### src/rtl/cpu_pkg.sv
// Shared constants, lane-state encoding and helpers for the 1-to-8 buffered demux.
package cpu_pkg;

  localparam int LANES = 8;
  localparam int SEL_W = 3;

  typedef enum logic {
    LANE_EMPTY = 1'b0,
    LANE_FULL  = 1'b1
  } lane_state_e;

  function automatic logic [7:0] sat_inc8(input logic [7:0] v);
    return (v == 8'hFF) ? v : v + 8'd1;
  endfunction

endpackage

### src/rtl/demux_lane_buf.sv
// One-entry output buffer for a single demux lane; 1-cycle latency.
// Backpressure: a FULL lane holds its word until rd_ready; a same-edge write refills it with no bubble.
module demux_lane_buf
  import cpu_pkg::*;
#(
  parameter int DATA_W = 32
) (
  input  logic              clk,
  input  logic              rst_n,
  input  logic              wr_en,
  input  logic [DATA_W-1:0] wr_data,
  input  logic              rd_ready,
  output logic              valid,
  output logic [DATA_W-1:0] data
);

  lane_state_e state_q;
  lane_state_e state_d;

  always_ff @(posedge clk or negedge rst_n) begin
    if (!rst_n) begin
      state_q <= LANE_EMPTY;
    end else begin
      state_q <= state_d;
    end
  end

  // wr_en is only asserted on a FULL lane when rd_ready is also high, so FULL+wr_en stays FULL.
  always_comb begin
    state_d = state_q;
    case (state_q)
      LANE_EMPTY: if (wr_en)              state_d = LANE_FULL;
      LANE_FULL:  if (rd_ready && !wr_en) state_d = LANE_EMPTY;
      default:                            state_d = LANE_EMPTY;
    endcase
  end

  always_comb begin
    valid = 1'b0;
    if (state_q == LANE_FULL) valid = 1'b1;
  end

  // Word is left untouched when the lane drains; consumers qualify with valid.
  always_ff @(posedge clk or negedge rst_n) begin
    if (!rst_n) begin
      data <= '0;
    end else if (wr_en) begin
      data <= wr_data;
    end
  end

endmodule

### src/rtl/demux1to8_buf.sv
// Routes one valid/ready source to eight one-entry buffered lanes; 1-cycle latency.
// Backpressure: in_ready follows the selected lane only; stalled offers are counted in drop_cnt (saturating).
module demux1to8_buf
  import cpu_pkg::*;
#(
  parameter int DATA_W = 32
) (
  input  logic              clk,
  input  logic              rst_n,
  input  logic [DATA_W-1:0] in_data,
  input  logic [SEL_W-1:0]  in_sel,
  input  logic              in_valid,
  output logic              in_ready,
  output logic [DATA_W-1:0] out_data0,
  output logic [DATA_W-1:0] out_data1,
  output logic [DATA_W-1:0] out_data2,
  output logic [DATA_W-1:0] out_data3,
  output logic [DATA_W-1:0] out_data4,
  output logic [DATA_W-1:0] out_data5,
  output logic [DATA_W-1:0] out_data6,
  output logic [DATA_W-1:0] out_data7,
  output logic [LANES-1:0]  out_valid,
  input  logic [LANES-1:0]  out_ready,
  output logic [7:0]        drop_cnt
);

  logic [LANES-1:0]  lane_wr;
  logic [DATA_W-1:0] lane_data [LANES];

  // Derived from lane state and consumer ready only, never from in_valid.
  assign in_ready = !out_valid[in_sel] || out_ready[in_sel];

  for (genvar i = 0; i < LANES; i++) begin : g_lane
    assign lane_wr[i] = in_valid && in_ready && (in_sel == SEL_W'(i));

    demux_lane_buf #(
      .DATA_W (DATA_W)
    ) u_lane (
      .clk      (clk),
      .rst_n    (rst_n),
      .wr_en    (lane_wr[i]),
      .wr_data  (in_data),
      .rd_ready (out_ready[i]),
      .valid    (out_valid[i]),
      .data     (lane_data[i])
    );
  end

  assign out_data0 = lane_data[0];
  assign out_data1 = lane_data[1];
  assign out_data2 = lane_data[2];
  assign out_data3 = lane_data[3];
  assign out_data4 = lane_data[4];
  assign out_data5 = lane_data[5];
  assign out_data6 = lane_data[6];
  assign out_data7 = lane_data[7];

  always_ff @(posedge clk or negedge rst_n) begin
    if (!rst_n) begin
      drop_cnt <= 8'h00;
    end else if (in_valid && !in_ready) begin
      drop_cnt <= sat_inc8(drop_cnt);
    end
  end

endmodule
### config.mk
export PLATFORM = sky130hd
export DESIGN_NAME = demux1to8_buf
export DESIGN_NICKNAME = d
export VERILOG_FILES = /design/src/rtl/cpu_pkg.sv /design/src/rtl/demux_lane_buf.sv /design/src/rtl/demux1to8_buf.sv
export SDC_FILE = /design/constraint.sdc
export NUM_CORES = 1
export LEC_CHECK = 0
export BUFFER_PORTS_ARGS = -buffer_cell sky130_fd_sc_hd__buf_2
export CORE_MARGIN = 1.5
export CORE_UTILIZATION = 40
export DETAILED_ROUTE_END_ITERATION = 7
export PLACE_DENSITY_LB_ADDON = 0.2
export REMOVE_ABC_BUFFERS = 1
export SLEW_MARGIN = 20
export SYNTH_ARGS = -nofsm -noshare
export SYNTH_HDL_FRONTEND = slang
export SYNTH_SLANG_ARGS = --single-unit
### constraint.sdc
create_clock -name clk -period 1.9 [get_ports clk]
set_input_delay 0.19 -clock clk [delete_from_list [all_inputs] [get_ports clk]]
set_output_delay 0.19 -clock clk [all_outputs]
set_load 0.01 [all_outputs]
==> results of run 1 <==
==> cells in the final DEF, fill, tap and decap left out, drive strengths merged, types with 4 or more instances in the layout <==
master	instances
buf	349
dfrtp	272
mux2	258
clkbuf	45
dlygate4sd3	38
nand2	11
nand3	9
nand2b	8
xor2	5
inv	4
and3	4
==> flip-flops by register name (all words and copies together) (netlist names) <==
signal	flops
drop_cnt	8
g_lane.u_lane.data	256
g_lane.u_lane.state_q	8
==> power by group through the flow <==
| stage | sequential, W | combinational, W | clock, W |
|---|---|---|---|
| after floorplan | 0.00838 | 0.00120 | 0 |
| after global placement | 0.00772 | 0.00381 | 0 |
| after detailed placement | 0.00777 | 0.00386 | 0 |
| after CTS | 0.00767 | 0.00393 | 0.00563 |
| after global routing | 0.00782 | 0.00415 | 0.00584 |
| final | 0.00766 | 0.00387 | 0.00546 |
==> through the flow <==
| step | cells | setup WS [ns] | total power (W) | TNS, ns |
|---|---|---|---|---|
| after floorplan | 590 | -0.0421 | 0.00958 | -5.71 |
| after global placement | 1266 | 0.0643 | 0.0115 | 0 |
| after detailed placement | 1266 | 0.0216 | 0.0116 | 0 |
| after CTS | 1355 | -0.337 | 0.0172 | -0.337 |
| after global routing | 1356 | -0.382 | 0.0178 | -0.472 |
| final | 1356 | -0.299 | 0.0170 | -0.299 |
==> worst max path at each step <==
stage                                                       to  slack (ns)  cells past startpoint                          startpoint
final                                                 in_ready       -0.30                      5  g_lane[2].u_lane.state_q$_DFF_PN0_
after global placement                 drop_cnt[1]$_DFFE_PN0P_        0.06                      6                        out_ready[2]
after floorplan           g_lane[0].u_lane.data[0]$_DFFE_PN0P_       -0.04                      3  g_lane[0].u_lane.state_q$_DFF_PN0_
after global routing                                  in_ready       -0.38                      5  g_lane[2].u_lane.state_q$_DFF_PN0_
after CTS                                             in_ready       -0.34                      5  g_lane[2].u_lane.state_q$_DFF_PN0_
after detailed placement               drop_cnt[1]$_DFFE_PN0P_        0.02                      5  g_lane[2].u_lane.state_q$_DFF_PN0_
==> area by class of cell <==
| type | instances | area (sq um) |
|---|---|---|
| Inverter | 2 | 7.51 |
| Clock buffer | 45 | 876 |
| Tap cell | 330 | 413 |
| Fill cell | 2141 | 11400 |
| Timing Repair Buffer | 387 | 2360 |
| Sequential cell | 272 | 6810 |
| Clock inverter | 4 | 52.6 |
| Multi-Input combinational cell | 316 | 3370 |
==> kinds of logic (layout without fill, tap and decap cells) <==
family          after synthesis  in the layout
flops                       272            272
xor+xnor                      7              7
compound gates                4              4
buf+inv                      40            438
fa+ha+maj                     1              1
mux                         260            260
simple gates                 44             44
==> what timing repair did <==
item / in CTS / in global routing
resized for setup: 2 / 0
pin swaps: 0 / 0
hold endpoints to repair: 295 / 0
buffers inserted: 2 / 1
endpoints found under the setup margin: 1 / 5
hold buffers: 38 / 0
==> per-layer routing <==
metal,share of wire [%],global-route usage (%),up-vias
met5,0.049,0,-
met1,41,24.5,3452
li1,-,-,2980
met4,2.1,5.45,2
met2,50,33.8,211
met3,6.7,4.24,48
==> impl_metrics.json, run 1 <==
{
  "clk_path_buf_depth": 3,
  "initial_utilization_pct": 40.9,
  "fin_worst_skew_ns": 0.0184,
  "dieWidth_um": 164,
  "synthTopCellsByArea": "dfrtp_1 66%, mux2_2 27%, mux2_1 1.2%, buf_2 1.1%, nand2b_4 0.93%",
  "clkPwrFrac_pct": 32.2,
  "r2r-start": "g_lane[2].u_lane.state_q$_DFF_PN0_",
  "grt_pass1_wl_mm": 40.2,
  "detail_route.wl_per_cell_um": 19.5,
  "synth_area_leader_cell": "dfrtp_1",
  "firstDrtPassIters": 4,
  "path_buf_inv": 2,
  "final_core_util_pct": 54.8,
  "antenna_found_initial": 1,
  "drc": 0,
  "crit_fanout": 4,
  "design_area_sq_um": 13900,
  "switching_power_w": 0.00473,
  "cts_buffers": 29,
  "cpPeakStageDelay_ns": 0.48,
  "combPwrFrac_pct": 22.7,
  "synthMuxAreaShare_pct": 28.5,
  "reg2reg_to": "drop_cnt[1]$_DFFE_PN0P_",
  "max_freq_ghz": 0.455,
  "antennaDiodeCount": 0,
  "fin_crit_sh_pct": 116,
  "final_nets": 1055,
  "synth_commonest_cells": "272 x dfrtp_1, 246 x mux2_2, 23 x buf_2",
  "postSynth.asyncResetShare_pct": 100,
  "yosysMostFrequentCell": "dfrtp_1",
  "vias_per_cell": 4.94,
  "pwr_density_cell_nw_per_um2": 1220,
  "power.internal_w": 0.0123,
  "critPathKind": "flip-flop to primary output",
  "arrival_ns": 2.01,
  "grt_setup_unrepaired": "yes",
  "crit_chain": "nand2b_4 -> mux4_2 -> mux2_4 -> buf_6 -> buf_6",
  "hp-class": "input pin to flip-flop",
  "io_buffers": 318,
  "drive_above_1_share_pct": 63.9,
  "maxCapViolCount": 0,
  "outcome": "finished, violations left",
  "vias": 6693,
  "cts_tree": "yes",
  "violations": "setup timing",
  "synth_compound_area_share_pct": 0.254,
  "slowest_stage": "mux4_2",
  "yosysTopAreaCellShare_pct": 65.7,
  "syn_inst": 628,
  "dominantRegCellSynth": "dfrtp_1",
  "synth_fa_ha_area_share_pct": 0.121,
  "worst_slack_ns": -0.299,
  "htree_num_levels": 1,
  "grt_start_max_net_pins": 67,
  "fp.dieArea_sq_um": 26900,
  "hold_path_end": "g_lane[0].u_lane.data[15]$_DFFE_PN0P_",
  "synth_seq_area_share_pct": 65.7,
  "synthToLayoutAreaGrowth_pct": 34.0,
  "grt_use_total_pct": 19.5,
  "placedInstanceArea_sq_um": 12500,
  "synth_edf_count": 0,
  "r2r_cells": 5,
  "clk_pin_slew_worst_paths_ns": 0.06,
  "whs_path_depth": 2,
  "grt-ovfl-total": 0,
  "crit_top_cell": "buf_6",
  "ant_nets": 0,
  "grt_pass1_vias": 6941,
  "rows": 58,
  "start_kind": "flip-flop",
  "synth_top_family_by_area": "multiplexers",
  "ioPinCount": 319,
  "clock-root-buffer": "clkbuf_16",
  "crit_family": "multiplexers",
  "setup_viol": 1,
  "worst_pin_slew_ns": 0.537,
  "hpwl_mm": 18.0,
  "cts_sinks": 272,
  "hold_viol_final": 0,
  "slew_headroom_pct": 64.2,
  "routed_wl_mm": 26.5,
  "required_ns": 1.71,
  "fin_crit_ns": 2.20,
  "swShare_pct": 27.8,
  "cp-end-kind": "primary output",
  "whs_ns": 0.0152,
  "fp.coreArea_sq_um": 25300,
  "power.leakage_nw": 6.72,
  "peakVddDrop_mv": 0.662,
  "yosysWarnings": 0,
  "netlist_area_sq_um": 10400,
  "slew_violations": 0,
  "synth_simple_gate_area_share_pct": 2.84,
  "synth_xor_area_share_pct": 0.592,
  "drtIter0Drc": 282,
  "seq_power_share_pct": 45.1,
  "syn_area_per_cell_sq_um": 16.5,
  "worst-r2r-setup-slack_ns": 0.04,
  "hold_start": "in_data[15]",
  "synth_cell_type_count": 28,
  "ys_ff_latch": 272,
  "gp_congestion": 0.754,
  "fp.dieH_um": 164,
  "clkLatencyLatePin_ns": 0.54
}
Note: power is estimated with default switching activity, not from simulation.
==> inputs of run 2 (changes only) <==
--- a/config.mk
+++ b/config.mk
@@ -5,6 +5,7 @@
 export SDC_FILE = /design/constraint.sdc
 export NUM_CORES = 1
 export LEC_CHECK = 0
+export ABC_AREA = 1
 export BUFFER_PORTS_ARGS = -buffer_cell sky130_fd_sc_hd__buf_2
 export CORE_MARGIN = 1.5
 export CORE_UTILIZATION = 40
==> run 2 against run 1 <==
  * The flow now finishes without violations
  * Final cell count increased by 49%
  * Synthesized cell count increased by 100%
  * Design area increased by 8.4%
  * First-iteration DRC count increased to 2.6 times the previous value
  * Wire length increased by 45%
  * Worst setup slack improved by 0.38 ns
  * Global-route usage increased by 6.5 points
  * Clock skew decreased by 0.0070 ns
  * Sequential cell count unchanged
  * Clock power increased by 15%
  * Core utilization decreased by 0.81 points
  * Clock-buffer cell count decreased by 2
  * Critical endpoint unchanged
==> impl_metrics.json, run 2 <==
{
  "fp.dieArea_sq_um": 29400,
  "start_kind": "flip-flop",
  "clkPwrFrac_pct": 34.3,
  "drive_above_1_share_pct": 28.0,
  "worst-r2r-setup-slack_ns": 0.16,
  "syn_inst": 1281,
  "fin_crit_sh_pct": 95.8,
  "clk_path_buf_depth": 3,
  "hp-class": "input pin to async pin",
  "clk_pin_slew_worst_paths_ns": 0.06,
  "cts_buffers": 30,
  "synthToLayoutAreaGrowth_pct": 32.4,
  "peakVddDrop_mv": 0.669,
  "required_ns": 1.71,
  "crit_fanout": 6,
  "fp.dieH_um": 172,
  "ys_ff_latch": 272,
  "grt_start_max_net_pins": 85,
  "crit_family": "simple AND/OR/NAND/NOR gates",
  "crit_end": "in_ready",
  "worst_pin_slew_ns": 0.549,
  "slew_headroom_pct": 63.4,
  "slew_violations": 0,
  "r2r-start": "g_lane[7].u_lane.state_q$_DFF_PN0_",
  "critPathKind": "flip-flop to primary output",
  "final_nets": 1672,
  "fill_cells": 2553,
  "synth_commonest_cells": "558 x nand2_1, 272 x dfrtp_1, 266 x nand3_1",
  "grt_pass1_vias": 9942,
  "io_buffers": 318,
  "r2r_cells": 12,
  "final_cells": 2026,
  "routed_wl_mm": 38.4,
  "synth_edf_count": 0,
  "reg2reg_to": "g_lane[2].u_lane.data[11]$_DFFE_PN0P_",
  "top_register": "g_lane.u_lane.data",
  "grt_setup_unrepaired": "yes",
  "grt-ovfl-total": 0,
  "firstDrtPassIters": 6,
  "yosysWarnings": 0,
  "crit_top_cell": "nand2_1",
  "antennaDiodeCount": 0,
  "path_buf_inv": 3,
  "slowest_stage": "dfrtp_1",
  "yosysMostFrequentCell": "nand2_1",
  "clock-root-buffer": "clkbuf_16",
  "largest_reg_flops": 256,
  "gp_congestion": 0.817,
  "cts_sinks": 272,
  "netlist_area_sq_um": 11400,
  "swShare_pct": 31.1,
  "startpoint": "g_lane[0].u_lane.state_q$_DFF_PN0_",
  "yosysTopAreaCellShare_pct": 59.9,
  "clkLatencyLatePin_ns": 0.55,
  "pwr_density_cell_nw_per_um2": 1220,
  "max_freq_ghz": 0.549,
  "synth_area_leader_cell": "dfrtp_1",
  "whs_ns": 0.0682,
  "fin_crit_ns": 1.82,
  "combPwrFrac_pct": 22.9,
  "maxCapViolCount": 0,
  "switching_power_w": 0.00569,
  "grt_pass1_wl_mm": 58.6,
  "synthTopCellsByArea": "dfrtp_1 60%, nand2_1 18%, nand3_1 12%, buf_6 2.8%, clkbuf_2 1.4%",
  "postSynth.asyncResetShare_pct": 100,
  "syn_area_per_cell_sq_um": 8.87,
  "post-place-cells": 1917,
  "cp-end-kind": "primary output",
  "arrival_ns": 1.63,
  "vias_per_cell": 5.05,
  "reg_top3": "g_lane.u_lane.data x256, drop_cnt x8, g_lane.u_lane.state_q x8",
  "layout_common_cells": "555 x nand2_1, 316 x buf_2, 272 x dfrtp_1",
  "cts_tree": "yes",
  "crit_chain": "nand2_1 -> nand2_1 -> nand2_1 -> nand2_2 -> nand3_4 -> nand2_4 -> buf_6 -> inv_1 -> buf_6",
  "drc": 0,
  "power.leakage_nw": 8.44,
  "ant_nets": 0,
  "power_w": 0.0183,
  "crit_cells": 9,
  "antenna_found_initial": 0,
  "setup_viol": 0,
  "grt_use_total_pct": 26.0,
  "seq_power_share_pct": 42.8,
  "dominantRegCellSynth": "dfrtp_1",
  "ioPinCount": 319,
  "fp.coreArea_sq_um": 27900,
  "dieWidth_um": 172,
  "final_common_cell": "nand2_1",
  "fin_worst_skew_ns": 0.0114,
  "drtIter0Drc": 740,
  "vias": 10200,
  "setup-tns-final_ns": 0,
  "synth_seq_area_share_pct": 59.9,
  "rows": 61,
  "synth_cell_type_count": 23,
  "hold_viol_final": 0,
  "cpPeakStageDelay_ns": 0.36,
  "detail_route.wl_per_cell_um": 19.0,
  "htree_num_levels": 1,
  "hpwl_mm": 24.6,
  "power.internal_w": 0.0126,
  "outcome": "finished, final reports clean",
  "initial_utilization_pct": 40.8
}
==> run 2: worst register-to-register path, cell delays in order (launching register included) <==
cell     delay [ns]
dfrtp_1        0.39
nand2_1        0.07
nand2_1        0.05
nand2_1        0.07
nand2_2        0.07
nand3_4        0.07
nand2_4        0.06
buf_4          0.14
nor2_4         0.15
buf_12         0.22
buf_12         0.20
nand3_1        0.09
nand2_1        0.09
==> run 2: cells by family (layout without fill, tap and decap cells) <==
logic type      Yosys count  after routing  share of synthesized area (%)
compound gates           11             11                          0.495
simple gates            855            855                           31.8
fa+ha+maj                 1              1                          0.110
flops                   272            272                           59.9
buf+inv                 136            503                           7.27
xor+xnor                  6              6                          0.462
==> run 2: stage by stage <==
stage                     cell area [sq um]  util (%)  worst slack (ns)
after detailed placement              13400      48.3             0.123
after floorplan                       10600         -             -1.88
final                                 15100      54.0            0.0789
after global placement                13400      48.3             0.141
after global routing                  15100      54.0           -0.0361
after CTS                             15000      53.8           0.00250
==> run 2: timing repair <==
item                                   CTS  global route
resized for setup                        1             6
setup buffers                            7             6
endpoints found under the hold margin  440             0
hold buffers                            41             0
pin swaps                                0             1
setup endpoints to repair                1             5
==> run 2: how the worst min path moves through the flow <==
| stage | startpoint | slack (ns) | depth (start not counted) | to |
|---|---|---|---|---|
| global route | rst_n | 0.08 | 2 | g_lane[2].u_lane.state_q$_DFF_PN0_ |
| global placement | rst_n | 0.04 | 1 | g_lane[6].u_lane.state_q$_DFF_PN0_ |
| detailed placement | rst_n | 0.04 | 1 | g_lane[6].u_lane.state_q$_DFF_PN0_ |
| finish | rst_n | 0.07 | 2 | g_lane[2].u_lane.state_q$_DFF_PN0_ |
| floorplan | rst_n | -0.11 | 0 | drop_cnt[0]$_DFFE_PN0P_ |
| CTS | rst_n | 0.06 | 2 | g_lane[2].u_lane.state_q$_DFF_PN0_ |
==> run 2: routing by layer <==
| metal | up-vias | global-route usage (%) | part of all wire [%] |
|---|---|---|---|
| li1 | 4751 | - | - |
| met1 | 5008 | 36.1 | 43 |
| met2 | 417 | 41.1 | 47 |
| met3 | 60 | 5.59 | 7.9 |
| met4 | 0 | 6.83 | 2.2 |
| met5 | - | 0 | 0 |
==> run 2: layout make-up <==
| type | instances | area [sq um] | share of cell area (%) |
|---|---|---|---|
| Timing Repair Buffer | 432 | 2830 | 18.8 |
| Clock inverter | 12 | 164 | 1.09 |
| Clock buffer | 43 | 911 | 6.05 |
| Tap cell | 378 | 473 | 3.14 |
| Inverter | 16 | 60.1 | 0.399 |
| Multi-Input combinational cell | 873 | 3800 | 25.3 |
| Sequential cell | 272 | 6810 | 45.2 |
==> run 2: power groups by stage <==
stage               sequential, W  clock [W]  combinational [W]
floorplan                 0.00841          0            0.00124
global placement          0.00788          0            0.00406
detailed placement        0.00787          0            0.00414
CTS                       0.00782    0.00634            0.00421
global route              0.00797    0.00658            0.00466
finish                    0.00783    0.00627            0.00419
==> inputs of run 3 (changes only) <==
--- a/config.mk
+++ b/config.mk
@@ -8,7 +8,7 @@
 export ABC_AREA = 1
 export BUFFER_PORTS_ARGS = -buffer_cell sky130_fd_sc_hd__buf_2
 export CORE_MARGIN = 1.5
-export CORE_UTILIZATION = 40
+export CORE_UTILIZATION = 47
 export DETAILED_ROUTE_END_ITERATION = 7
 export PLACE_DENSITY_LB_ADDON = 0.2
 export REMOVE_ABC_BUFFERS = 1
==> run 3 against run 2 <==
  * Final cell count is 3.5% lower
  * Via count grew 1.4%
  * Largest power group unchanged
  * Sequential cell count stayed put
  * Fmax increased by 2.0%
  * Non-clock buffer count is 11 lower
  * Die area down 15%
  * Critical path depth stayed put
  * Clock power shrank 7.3%
  * Sequential share of layout area is 1.1 points higher
  * Total power shrank 2.7%
  * Clock-buffer cell count is 3 lower
==> impl_metrics.json, run 3 (synthesis gave the netlist of run 2 again) <==
{
  "slew_violations": 0,
  "clock-root-buffer": "clkbuf_16",
  "grt_pass1_vias": 10100,
  "final_nets": 1660,
  "top_layer": "met4",
  "io_buffers": 318,
  "firstDrtPassIters": 7,
  "whs_ns": 0.230,
  "setup_viol": 0,
  "hpwl_mm": 24.4,
  "dieWidth_um": 158,
  "routed_wl_mm": 37.3,
  "fp.dieH_um": 158,
  "maxCapViolCount": 0,
  "crit_fanout": 8,
  "fin_worst_skew_ns": 0.0211,
  "fin_crit_sh_pct": 94.0,
  "clk_path_buf_depth": 3,
  "top_register": "g_lane.u_lane.data",
  "drtIter0Drc": 785,
  "fp.dieArea_sq_um": 25100,
  "cts_sinks": 272,
  "final_common_cell": "nand2_1",
  "r2r_cells": 10,
  "antenna_found_initial": 0,
  "grt_start_max_net_pins": 73,
  "largest_reg_flops": 256,
  "synthToLayoutAreaGrowth_pct": 29.3,
  "fp.coreArea_sq_um": 23600,
  "final_core_util_pct": 62.2,
  "r2r-start": "g_lane[1].u_lane.state_q$_DFF_PN0_",
  "slew_headroom_pct": 59.4,
  "wl_met2_mm": 17.1,
  "htree_num_levels": 1,
  "power.leakage_nw": 8.28,
  "outcome": "finished, final reports clean",
  "ioPinCount": 319,
  "peakVddDrop_mv": 0.674,
  "fill_cells": 2040,
  "hp-class": "input pin to async pin",
  "reg_top3": "g_lane.u_lane.data x256, drop_cnt x8, g_lane.u_lane.state_q x8",
  "cts_buffers": 29,
  "hold_viol_final": 0,
  "rows": 56,
  "power_w": 0.0178,
  "detail_route.wl_per_cell_um": 19.1,
  "grt_pass1_wl_mm": 57.3,
  "critPathKind": "input pin to primary output",
  "drc": 0,
  "start_kind": "input pin",
  "vias": 10400,
  "cts_tree": "yes",
  "clkLatencyLatePin_ns": 0.55,
  "wl_met3_mm": 3.43,
  "drive_above_1_share_pct": 27.1,
  "reg2reg_to": "g_lane[0].u_lane.data[26]$_DFFE_PN0P_",
  "required_ns": 1.71,
  "cp-end-kind": "primary output",
  "layout_common_cells": "556 x nand2_1, 317 x buf_2, 272 x dfrtp_1",
  "gp_congestion": 0.824,
  "fin_crit_ns": 1.79,
  "clk_pin_slew_worst_paths_ns": 0.06,
  "grt-ovfl-total": 0,
  "worst-r2r-setup-slack_ns": 0.18,
  "arrival_ns": 1.60,
  "grt_use_total_pct": 29.7,
  "drt-met1-wl_mm": 15.6,
  "antennaDiodeCount": 0,
  "worst_pin_slew_ns": 0.609,
  "initial_utilization_pct": 48.1,
  "pwr_density_cell_nw_per_um2": 1210,
  "vias_per_cell": 5.31,
  "grt_setup_unrepaired": "no",
  "ant_nets": 0,
  "max_freq_ghz": 0.560
}
[run 3: cell count changes in the layout (fill, tap and decap cells not counted), sizes merged]
cell      delta
clkinv       +1
inv          +1
clkinvlp     +1
clkbuf       -3
buf         -11
bufinv       -1
[run 3: worst max path at each step]
stage | start | end | slack, ns | cells past startpoint
detailed placement | in_sel[0] | g_lane[7].u_lane.data[4]$_DFFE_PN0P_ | 0.04 | 11
global placement | in_sel[0] | g_lane[0].u_lane.data[5]$_DFFE_PN0P_ | 0.08 | 11
CTS | g_lane[1].u_lane.state_q$_DFF_PN0_ | in_ready | 0.01 | 8
floorplan | g_lane[7].u_lane.state_q$_DFF_PN0_ | g_lane[0].u_lane.data[0]$_DFFE_PN0P_ | -1.88 | 9
finish | out_ready[7] | in_ready | 0.11 | 9
global route | g_lane[7].u_lane.state_q$_DFF_PN0_ | in_ready | 0.02 | 8
[run 3: layout make-up]
| type | count | area (sq um) | share of cell area [%] |
|---|---|---|---|
| tap | 319 | 399 | 2.72 |
| clock inverter | 14 | 159 | 1.08 |
| inverter | 16 | 60.1 | 0.409 |
| multi-input combinational | 873 | 3800 | 25.9 |
| clock buffer | 40 | 827 | 5.63 |
| sequential | 272 | 6810 | 46.3 |
| timing repair buffer | 421 | 2640 | 18.0 |
[run 3: metal layers]
| metal | track usage, % | up-vias |
|---|---|---|
| li1 | - | 4730 |
| met1 | 41.4 | 5071 |
| met2 | 46.3 | 511 |
| met3 | 6.37 | 72 |
| met4 | 10.0 | 0 |
| met5 | 0 | - |
[run 3: worst max-delay path: stages]
cell and delay (ns):
dlygate4sd3_1 0.54, buf_2 0.13, nand3_1 0.07, nand2_1 0.06
nor2_1 0.17, nand3_4 0.13, nand2_8 0.12, inv_1 0.05
buf_2 0.13
[run 3: power by group]
part           leakage, nW  total [W]  switching [W]  internal (W)
clock network        0.490    0.00581        0.00236       0.00345
registers             3.43    0.00782       0.000773       0.00705
logic                 4.36    0.00415        0.00249       0.00166
total                 8.28     0.0178        0.00562        0.0122
[run 3: stage by stage]
stage               setup slack (ns)  cells  instance area [sq um]  setup TNS, ns
global route                  0.0188   1955                  14700              0
floorplan                      -1.88   1161                  10600        -488.15
CTS                           0.0122   1954                  14700              0
detailed placement            0.0364   1859                  13300              0
global placement              0.0761   1859                  13300              0
finish                         0.114   1955                  14700              0
[run 3: timing repair]
action                                  in CTS  in global routing
gates resized for setup                      0                  3
hold buffers                                41                  0
endpoints found under the setup margin       0                  2
endpoints found under the hold margin      316                  0
setup buffers                                0                  1
